**config.mk**
```make
export PLATFORM = sky130hd
export DESIGN_NAME = change_dispenser
export DESIGN_NICKNAME = d
export VERILOG_FILES = /design/src/rtl/change_dispenser.sv
export SDC_FILE = /design/constraint.sdc
export NUM_CORES = 1
export LEC_CHECK = 0
export ABC_AREA = 0
export CORE_AREA = 2 2 48 50
export CTS_BUF_LIST = sky130_fd_sc_hd__clkbuf_2 sky130_fd_sc_hd__clkbuf_4 sky130_fd_sc_hd__clkbuf_8
export DETAILED_ROUTE_END_ITERATION = 12
export DIE_AREA = 0 0 50 52
export DONT_BUFFER_PORTS = 1
export GPL_ROUTABILITY_DRIVEN = 0
export MAX_ROUTING_LAYER = met4
export PLACE_DENSITY = 0.63
export RECOVER_POWER = 25
export SLEW_MARGIN = 10
export SYNTH_ARGS = -nofsm -noshare
export SYNTH_HDL_FRONTEND = slang
export SYNTH_SLANG_ARGS = --single-unit
```
**constraint.sdc**
```tcl
create_clock -name clock -period 4.5 [get_ports clock]
set_input_delay 0.675 -clock clock [delete_from_list [all_inputs] [get_ports clock]]
set_output_delay 0.675 -clock clock [all_outputs]
set_load 0.01 [all_outputs]
```
**src/rtl/change_dispenser.sv**
```systemverilog
// Greedy coin payout: BIG_COIN pulses on DEZ, then SMALL_COIN pulses on DOIS; each coin costs 1+PULSE+GAP cycles.
// Backpressure: a coin is only started when mech_ready is high in DECIDE; a started pulse always runs to completion.
module change_dispenser #(
    parameter int WIDTH        = 5,
    parameter int BIG_COIN     = 10,
    parameter int SMALL_COIN   = 2,
    parameter int PULSE_CYCLES = 2,
    parameter int GAP_CYCLES   = 2
) (
    input  logic             clock,
    input  logic             reset,
    input  logic             start,
    input  logic [WIDTH-1:0] amount,
    input  logic             mech_ready,
    output logic             DEZ,
    output logic             DOIS,
    output logic             busy,
    output logic             done,
    output logic             short,
    output logic [WIDTH-1:0] remaining,
    output logic [WIDTH-1:0] residue
);

    localparam int CNT_MAX = (PULSE_CYCLES > GAP_CYCLES) ? PULSE_CYCLES : GAP_CYCLES;
    localparam int CNT_W   = (CNT_MAX < 2) ? 1 : $clog2(CNT_MAX);

    localparam logic [WIDTH-1:0] BIG_AMT    = WIDTH'(BIG_COIN);
    localparam logic [WIDTH-1:0] SMALL_AMT  = WIDTH'(SMALL_COIN);
    localparam logic [CNT_W-1:0] PULSE_LAST = CNT_W'(PULSE_CYCLES - 1);
    localparam logic [CNT_W-1:0] GAP_LAST   = CNT_W'(GAP_CYCLES - 1);

    typedef enum logic [2:0] {
        S_IDLE,
        S_DECIDE,
        S_PULSE,
        S_GAP,
        S_DONE
    } state_t;

    state_t           state_q, state_d;
    logic [WIDTH-1:0] remaining_q, remaining_d;
    logic [WIDTH-1:0] residue_q, residue_d;
    logic             short_q, short_d;
    logic             big_q, big_d;
    logic [CNT_W-1:0] cnt_q, cnt_d;

    always_ff @(posedge clock) begin
        if (!reset) begin
            state_q     <= S_IDLE;
            remaining_q <= '0;
            residue_q   <= '0;
            short_q     <= 1'b0;
            big_q       <= 1'b0;
            cnt_q       <= '0;
        end else begin
            state_q     <= state_d;
            remaining_q <= remaining_d;
            residue_q   <= residue_d;
            short_q     <= short_d;
            big_q       <= big_d;
            cnt_q       <= cnt_d;
        end
    end

    always_comb begin
        state_d     = state_q;
        remaining_d = remaining_q;
        residue_d   = residue_q;
        short_d     = short_q;
        big_d       = big_q;
        cnt_d       = cnt_q;

        unique case (state_q)
            S_IDLE: begin
                if (start) begin
                    remaining_d = amount;
                    residue_d   = '0;
                    short_d     = 1'b0;
                    cnt_d       = '0;
                    state_d     = (amount == '0) ? S_DONE : S_DECIDE;
                end
            end

            // Every subtraction sits behind its >= compare, so remaining cannot wrap.
            S_DECIDE: begin
                if (remaining_q >= BIG_AMT && mech_ready) begin
                    big_d       = 1'b1;
                    remaining_d = remaining_q - BIG_AMT;
                    cnt_d       = '0;
                    state_d     = S_PULSE;
                end else if (remaining_q >= SMALL_AMT && mech_ready) begin
                    big_d       = 1'b0;
                    remaining_d = remaining_q - SMALL_AMT;
                    cnt_d       = '0;
                    state_d     = S_PULSE;
                end else if (remaining_q < SMALL_AMT) begin
                    residue_d   = remaining_q;
                    short_d     = (remaining_q != '0);
                    remaining_d = '0;
                    state_d     = S_DONE;
                end
            end

            S_PULSE: begin
                if (cnt_q == PULSE_LAST) begin
                    cnt_d   = '0;
                    state_d = S_GAP;
                end else begin
                    cnt_d = cnt_q + 1'b1;
                end
            end

            S_GAP: begin
                if (cnt_q == GAP_LAST) begin
                    cnt_d   = '0;
                    state_d = S_DECIDE;
                end else begin
                    cnt_d = cnt_q + 1'b1;
                end
            end

            S_DONE: begin
                state_d = S_IDLE;
            end

            default: begin
                state_d = S_IDLE;
            end
        endcase
    end

    // Outputs decode only flopped state, so inputs never reach them combinationally.
    assign DEZ       = (state_q == S_PULSE) && big_q;
    assign DOIS      = (state_q == S_PULSE) && !big_q;
    assign busy      = (state_q != S_IDLE);
    assign done      = (state_q == S_DONE);
    assign short     = short_q;
    assign remaining = remaining_q;
    assign residue   = residue_q;

endmodule

```
### Word level (Yosys, flattened, before mapping)

Cells that the tools add are included.

| storage, ports and cells | value |
|---|---|
| input port bits | 9 |
| register bits | 16 |

| cells by class | value |
|---|---|
| add/subtract/negate cells | 3 |
| equality and inequality tests | 12 |
| muxes and demuxes | 28 |
| reduce and logical (&&, ||, !) cells | 18 |
| magnitude comparators | 3 |

Operators with widths:

| cell | count |
|---|---|
| 5-bit two-way mux | 8 |
| 3-bit two-way mux | 7 |
| 5-bit case mux with 2 select lines | 2 |
| 2-bit != test (second input constant) | 6 |
| 3-bit case mux with 4 select lines | 1 |
| 1-bit two-way mux | 8 |
| 3-bit by 2-bit equality test with 1-bit output (second input constant) | 2 |
| 3-bit AND reduction | 2 |
| 3-bit nonzero test | 2 |
| 5-bit by 2-bit >= comparator with 1-bit output (second input constant) | 1 |
| 5-bit by 4-bit >= comparator with 1-bit output (second input constant) | 1 |
| 5-bit logical NOT | 1 |
| 5-bit by 2-bit < comparator with 1-bit output (second input constant) | 1 |
| 5-bit AND reduction | 1 |
| 5-bit nonzero test | 1 |
| 5-bit by 2-bit subtractor with 5-bit output (second input constant) | 1 |
| 5-bit by 4-bit subtractor with 5-bit output (second input constant) | 1 |
| 1-bit logical AND | 4 |
| 4-bit != test (second input constant) | 1 |
| 4-bit AND reduction | 1 |
| 2-bit nonzero test | 2 |
| 3-bit by 1-bit equality test with 1-bit output (second input constant) | 1 |
| 3-bit equality test (second input constant) | 1 |
| 3-bit logical NOT | 1 |
| other kinds (7) | 7 |

### Depth between registers and ports, before layout

Gate-level depths: netlist (run 1).

| logic depth | value |
|---|---|
| depth after elaboration | 5 |
| gate-level depth with buffers | 7 |

### Least setup slack after synthesis (run 1)

Ideal clock, no wire load.

| path | value |
|---|---|
| path kind | register -> register |
| start | register remaining_q[2] (netlist: remaining[2]) |
| end | register residue_q[1] (netlist: residue[1]) |
| setup slack | 2.617 ns |
| setup time | 0.117 ns |
| path buffers | 0 |
| stages on the path, launching flop included | 8 |
| clock period less this slack | 1.883 ns |
| arrival | 1.766 ns |
| required time | 4.383 ns |
| cells stage by stage | dfxtp_1 > inv_1 > ha_1 > or3b_4 > o21ai_4 > nand3_2 > and2_4 > a22o_1 |

| on the way | value |
|---|---|
| longest elaborated chain between the ends | 4 |

Ends and longest elaborated chain:

| what | RTL line | text |
|---|---|---|
| from (decl) | 41 | `logic [WIDTH-1:0] remaining_q, remaining_d;` |
| from (signal assigned) | 57 | `remaining_q <= remaining_d;` |
| 5-bit by 2-bit >= comparator with 1-bit output / 5-bit by 4-bit >= comparator with 1-bit output (equally long branches) | 91, 86 |  |
| 1-bit logical AND, on equally long branches | 91, 86 |  |
| 2-bit != test (no line) | -- |  |
| 5-bit AND reduction (no line) * | -- |  |
| to (signal assigned) | 58 | `residue_q <= residue_d;` |
| to (decl) | 42 | `logic [WIDTH-1:0] residue_q, residue_d;` |

Mark *: on every way between the ends. The rest lies on a longest branch, timed or not.
A chain may end at the register's enable or synchronous reset.

### Worst setup path after layout (run 1)

| path | value |
|---|---|
| start | register remaining_q[2] (netlist: remaining[2]) |
| end | register short_q (netlist: short) |

| on the way | value |
|---|---|
| longest elaborated chain between the ends | 5 |

Ends and longest elaborated chain:

| what | RTL line | text |
|---|---|---|
| branches (longest 5 deep; another with 5-bit by 2-bit >= comparator with 1-bit output) | -- |  |
| to (signal assigned) | 59 | `short_q <= short_d;` |
| to (decl) | 43 | `logic short_q, short_d;` |

Parallel ways; which one is timed is not known. The select of a mux whose other input is x is not followed.

==> results.json, run 1 <==
{
  "status": "finished clean",
  "ios": 24,
  "rsz0062_at_grt": "no",
  "synthTopCellsByCount": "16 x dfxtp_1, 10 x a21oi_1, 10 x nand2_1",
  "reg2reg_setup_slack_ps": 2380,
  "synth_top_area_share_pct": 34.7,
  "drt-initial-drc-count": 16,
  "post_cts_resized": 0,
  "rows": 17,
  "cts_max_path_buffers": 2,
  "yosysWarnings": 0,
  "drive_gt1_share_pct": 13.8,
  "synth.most_common_cell": "dfxtp_1",
  "via_per_inst": 5.90,
  "yosys.area.top_type": "dfxtp_1",
  "use_met2_pct": 29.8,
  "slew_headroom_pct": 63.2,
  "ys_types": 38,
  "critical_path_peak_fanout": 6,
  "skew_ps": 6.35,
  "die_y_um": 52,
  "post_dp_cell_area_um2": 938,
  "hp-start": "big_q",
  "syn2layout_area_growth_pct": 5.56,
  "setup_viol": 0,
  "fin_crit_sh_pct": 47.2,
  "critPathCaptureType": "register",
  "insertion_delay_ps": 290,
  "cts_root_buf": "clkbuf_4",
  "antenna_found_initial": 0,
  "start_kind": "register",
  "synth_seq_cells": 16,
  "gr-max-usage-layer": "met2",
  "grt_pass1_wl_mm": 3.70,
  "worst_pin_slew_ps": 548,
  "async_flop_share_pct": 0,
  "synth-seq-area-share_pct": 34.7,
  "clk_pin_slew_ps": 100,
  "r2r-start": "remaining[2]",
  "worstSetupPathType": "reg -> reg",
  "avgSynthCellArea_um2": 8.39,
  "die_w_um": 50,
  "fin_setup_tns_ps": 0,
  "grt.met1_usage_pct": 24.5,
  "core_um2": 2110,
  "diodes": 0,
  "hold_path_end": "big_q",
  "vias": 808,
  "grt.overflow.total": 0,
  "fin_area_um2": 975,
  "finalMaxSlewViolations": 0,
  "port_buffers": 0,
  "hold_path.class": "reg -> reg",
  "hold_viol": 0,
  "cts-htree-levels": 1,
  "r2r_cells": 6,
  "max_freq_mhz": 471,
  "syn_nets": 121,
  "cts_setup_buffers": 0,
  "arrival_ps": 2360,
  "fin_nets": 121,
  "fin_crit_ps": 2120,
  "layout_setup_ws_ps": 2380,
  "pre_cts_ws_ps": 2410,
  "netlist_instances": 110,
  "cp_cell_sequence": "inv_1 > ha_1 > or3b_4 > o21ai_0 > and4_1 > a22o_1",
  "worstPathRequired_ps": 4730,
  "fin_hold_ws_ps": 492,
  "grt_usage_pct": 19.3,
  "hpwl_mm": 1.62,
  "synth_flop_cell": "dfxtp_1",
  "synth-edff-count": 0,
  "grt_pass1_vias": 763,
  "dieArea_um2": 2600,
  "postLayoutCoreUtil_pct": 46.3,
  "whs_path_depth": 2,
  "rr_endpoint": "short",
  "grt.met3_usage_pct": 5.46,
  "slowest_delay_ps": 450,
  "synth.area.top_cells": "dfxtp_1 35%, a21oi_1 5.4%, o21ai_0 4.9%, nand2_1 4.1%, a22o_1 3.8%",
  "start_util_pct": 43.9,
  "wl_mm": 2.15,
  "cts_buffers": 3,
  "powerDensity_nw_per_um2": 416,
  "antenna_left": 0,
  "holdBufCountCts": 0,
  "ir_drop_mv": 0.189,
  "cts.sink_count": 16,
  "slowest_stage": "or3b_4",
  "drv_cap": 0,
  "drcViolationCount": 0,
  "syn_area_um2": 923,
  "grt_max_degree": 19,
  "p_leak_uw": 0.000355,
  "dr.pass1.iters": 4,
  "cts_tree": "yes",
  "wire_per_inst_um": 15.7
}
-- stage by stage --
stage | instances | power (µW)
final | 137 | 405
after global routing | 137 | 437
after CTS | 137 | 408
after detailed placement | 133 | 311
after global placement | 133 | 309
after floorplan | 110 | 287
-- state kept, by name, indices dropped and copies added, names as in the netlist --
name and flops:
state_q 3, big_q 1, remaining 5, cnt_q 1
residue 5, short 1
-- routing by layer --
metal	share of wire, %	wire length [µm]
met5	0	0
met4	1.0	22
met3	7.6	163
met2	48	1030
met1	43	931
-- cells by family after synthesis --
group | synth area share, %
buf+inv | 3.39
fa+ha+maj | 2.71
simple gates | 32.4
compound gates | 26.8
flops | 34.7
-- area by class of cell --
type                            count  area (µm²)
Clock buffer                        4        36.3
Fill cell                         213        1130
Tap cell                           28        35.0
Inverter                            3        11.3
Sequential cell                    16         320
Multi-Input combinational cell     86         572
-- worst max-delay path, delay by kind of cell (launching register included) --
kind | cells | cell delay [ps]
flip-flops | 1 | 410
AND/OR/NAND/NOR | 2 | 770
adder cells (fa/ha/maj) | 1 | 250
AO/OA/AOI/OAI | 2 | 510
buffers and inverters | 1 | 120
-- worst max path at each step --
stage / end / start / slack (ps)
after CTS: short / remaining[2] / 2380
after floorplan: residue[1] / remaining[2] / 2620
after detailed placement: short / remaining[2] / 2410
after global placement: cnt_q / remaining[2] / 2450
after global routing: cnt_q / remaining[2] / 2240
final: short / remaining[2] / 2380
-- placed cells by master, fill, tap and decap left out, drive strengths merged, types with 2 or more instances in the layout --
cell type   n
clkbuf      4
and2        2
or3         3
nor2        7
nand2b      5
ha          2
a22o        4
a21oi      10
o21ai      10
inv         3
dfxtp      16
a211oi      2
nand2      10
nor3b       5
a21boi      4
nor3        4
and3        2
-- power by group --
part           leakage [µW]  total (µW)  switching [µW]  internal [µW]
clock network     0.0000210        96.9            47.7           49.2
registers          0.000131         189            32.8            156
logic              0.000204         120            67.4           52.5
(Power assumes the default switching activity.)
==> inputs of run 2 (changes only) <==
==> constraint.sdc (replaced) <==
create_clock -name clock -period 2 [get_ports clock]
set_input_delay 0.3 -clock clock [delete_from_list [all_inputs] [get_ports clock]]
set_output_delay 0.3 -clock clock [all_outputs]
set_load 0.01 [all_outputs]
==> run 2 against run 1 <==
  * Global-route usage fell by 0.51 points
  * Clock-buffer cell count did not move
  * Die area did not move
  * Sequential cell count did not move
  * Clock power rose by 130%
  * Combinational power rose to 2.8 times the previous value
  * Wire length rose by 0.98%
  * Register-to-register slack got worse by 2200 ps
==> results.json, run 2 (synthesis gave the netlist of run 1 again) <==
{
  "status": "finished clean",
  "grt_max_degree": 15,
  "cts_buffers": 3,
  "r2r_cells": 7,
  "dpl.cell_count": 139,
  "cts_setup_buffers": 0,
  "worstSetupPathType": "reg -> reg",
  "fin_cells": 143,
  "grt_pass1_wl_mm": 3.53,
  "rr_endpoint": "residue[1]",
  "post_dp_cell_area_um2": 983,
  "cts_max_path_buffers": 2,
  "drive_gt1_share_pct": 17.4,
  "powerDensity_nw_per_um2": 932,
  "fin_setup_tns_ps": 0,
  "fin_crit_sh_pct": 92.3,
  "antenna_found_initial": 0,
  "cts-htree-levels": 1,
  "fin_crit_ps": 1850,
  "grt_pass1_vias": 750,
  "p_leak_uw": 0.000382,
  "drv_cap": 0,
  "hold_path_end": "state_q[2]",
  "start_util_pct": 43.9,
  "post_cts_resized": 0,
  "fillers": 211,
  "die_y_um": 52,
  "setup_viol": 0,
  "power.internal_uw": 605,
  "hpwl_mm": 1.61,
  "worstPathRequired_ps": 2200,
  "rows": 17,
  "via_per_inst": 5.80,
  "port_buffers": 0,
  "whs_path_depth": 2,
  "start_kind": "register",
  "multi_input_area_um2": 572,
  "insertion_delay_ps": 300,
  "clk_pin_slew_ps": 100,
  "r2r-start": "remaining[2]",
  "die_w_um": 50,
  "fin_area_um2": 1020,
  "wire_per_inst_um": 15.2,
  "cts.sink_count": 16,
  "ir_drop_mv": 0.414,
  "final_cell_mix": "16 x dfxtp_1, 10 x nand2_1, 10 x a21oi_1",
  "critPathCaptureType": "register",
  "power_frac_seq_pct": 40.5,
  "power.net_switching_uw": 342,
  "comb_power_share_pct": 36.0,
  "core_um2": 2110,
  "grt_usage_pct": 18.8,
  "hp-start": "reset",
  "fin_nets": 127,
  "seqCellArea_um2": 320,
  "clkPwrFrac_pct": 23.5,
  "max_freq_mhz": 541,
  "final_common_cell": "dfxtp_1",
  "critical_path_peak_fanout": 6,
  "antenna_left": 0,
  "fin_hold_ws_ps": 107,
  "arrival_ps": 2040,
  "wl_mm": 2.17,
  "diodes": 0,
  "skew_ps": 3.98,
  "hold_path.class": "in -> reg",
  "dr.pass1.iters": 4,
  "rsz0062_at_grt": "no",
  "holdBufCountCts": 0,
  "vias": 830,
  "drt-initial-drc-count": 23,
  "syn2layout_area_growth_pct": 10.0,
  "worst_pin_slew_ps": 546,
  "reg2reg_setup_slack_ps": 150,
  "finalMaxSlewViolations": 0,
  "slew_headroom_pct": 63.3,
  "cts_root_buf": "clkbuf_4",
  "p_sw_share_pct": 36.1,
  "dieArea_um2": 2600,
  "hold_viol": 0,
  "cts_tree": "yes",
  "drcViolationCount": 0,
  "power_uw": 947,
  "grt.overflow.total": 0,
  "ios": 24
}
-- run 2: cell count changes in the layout (fill, tap and decap cells not counted) --
cell | before | now
buf_4 | 0 | 5
clkbuf_1 | 0 | 1
-- run 2: worst max-delay path by stage --
stage | from | depth (start not counted) | endpoint | slack (ps)
finish | remaining[2] | 7 | residue[1] | 150
global route | remaining[2] | 7 | residue[1] | 40
CTS | remaining[2] | 7 | short | 150
detailed placement | remaining[2] | 7 | short | 170
global placement | remaining[2] | 7 | residue[1] | 210
floorplan | remaining[2] | 7 | residue[1] | 120
-- run 2: area by class of cell --
type | instances | share of cell area [%]
clock buffer | 4 | 3.57
tap | 28 | 3.45
inverter | 3 | 1.11
multi-input combinational | 86 | 56.3
timing repair buffer | 6 | 4.06
sequential | 16 | 31.5
-- run 2: power by group through the flow --
stage	sequential [µW]	combinational (µW)	clock, µW
2_1_floorplan	401	245	0
3_3_place_gp	391	342	0
3_5_place_dp	391	341	0
4_1_cts	384	344	226
5_1_grt	389	380	238
6_report	383	341	222
-- run 2: through the flow --
stage               worst slack [ps]  utilization, %
floorplan                        117               -
global placement                 207            46.7
detailed placement               172            46.7
CTS                              147            48.4
global route                    39.1            48.2
finish                           153            48.2
-- run 2: critical path, cell delays in order (launching register included) --
cell     delay [ps]
dfxtp_1         320
inv_1            70
ha_1            160
or3b_4          430
o21ai_4         220
nand3_2         120
and2_4          210
a22o_1          220
-- run 2: routing by layer --
| layer | share of wire [%] | track usage (%) |
|---|---|---|
| met1 | 48 | 22.9 |
| met2 | 46 | 28.3 |
| met3 | 4.7 | 5.17 |
| met4 | 2.0 | 10.2 |
| met5 | 0 | - |
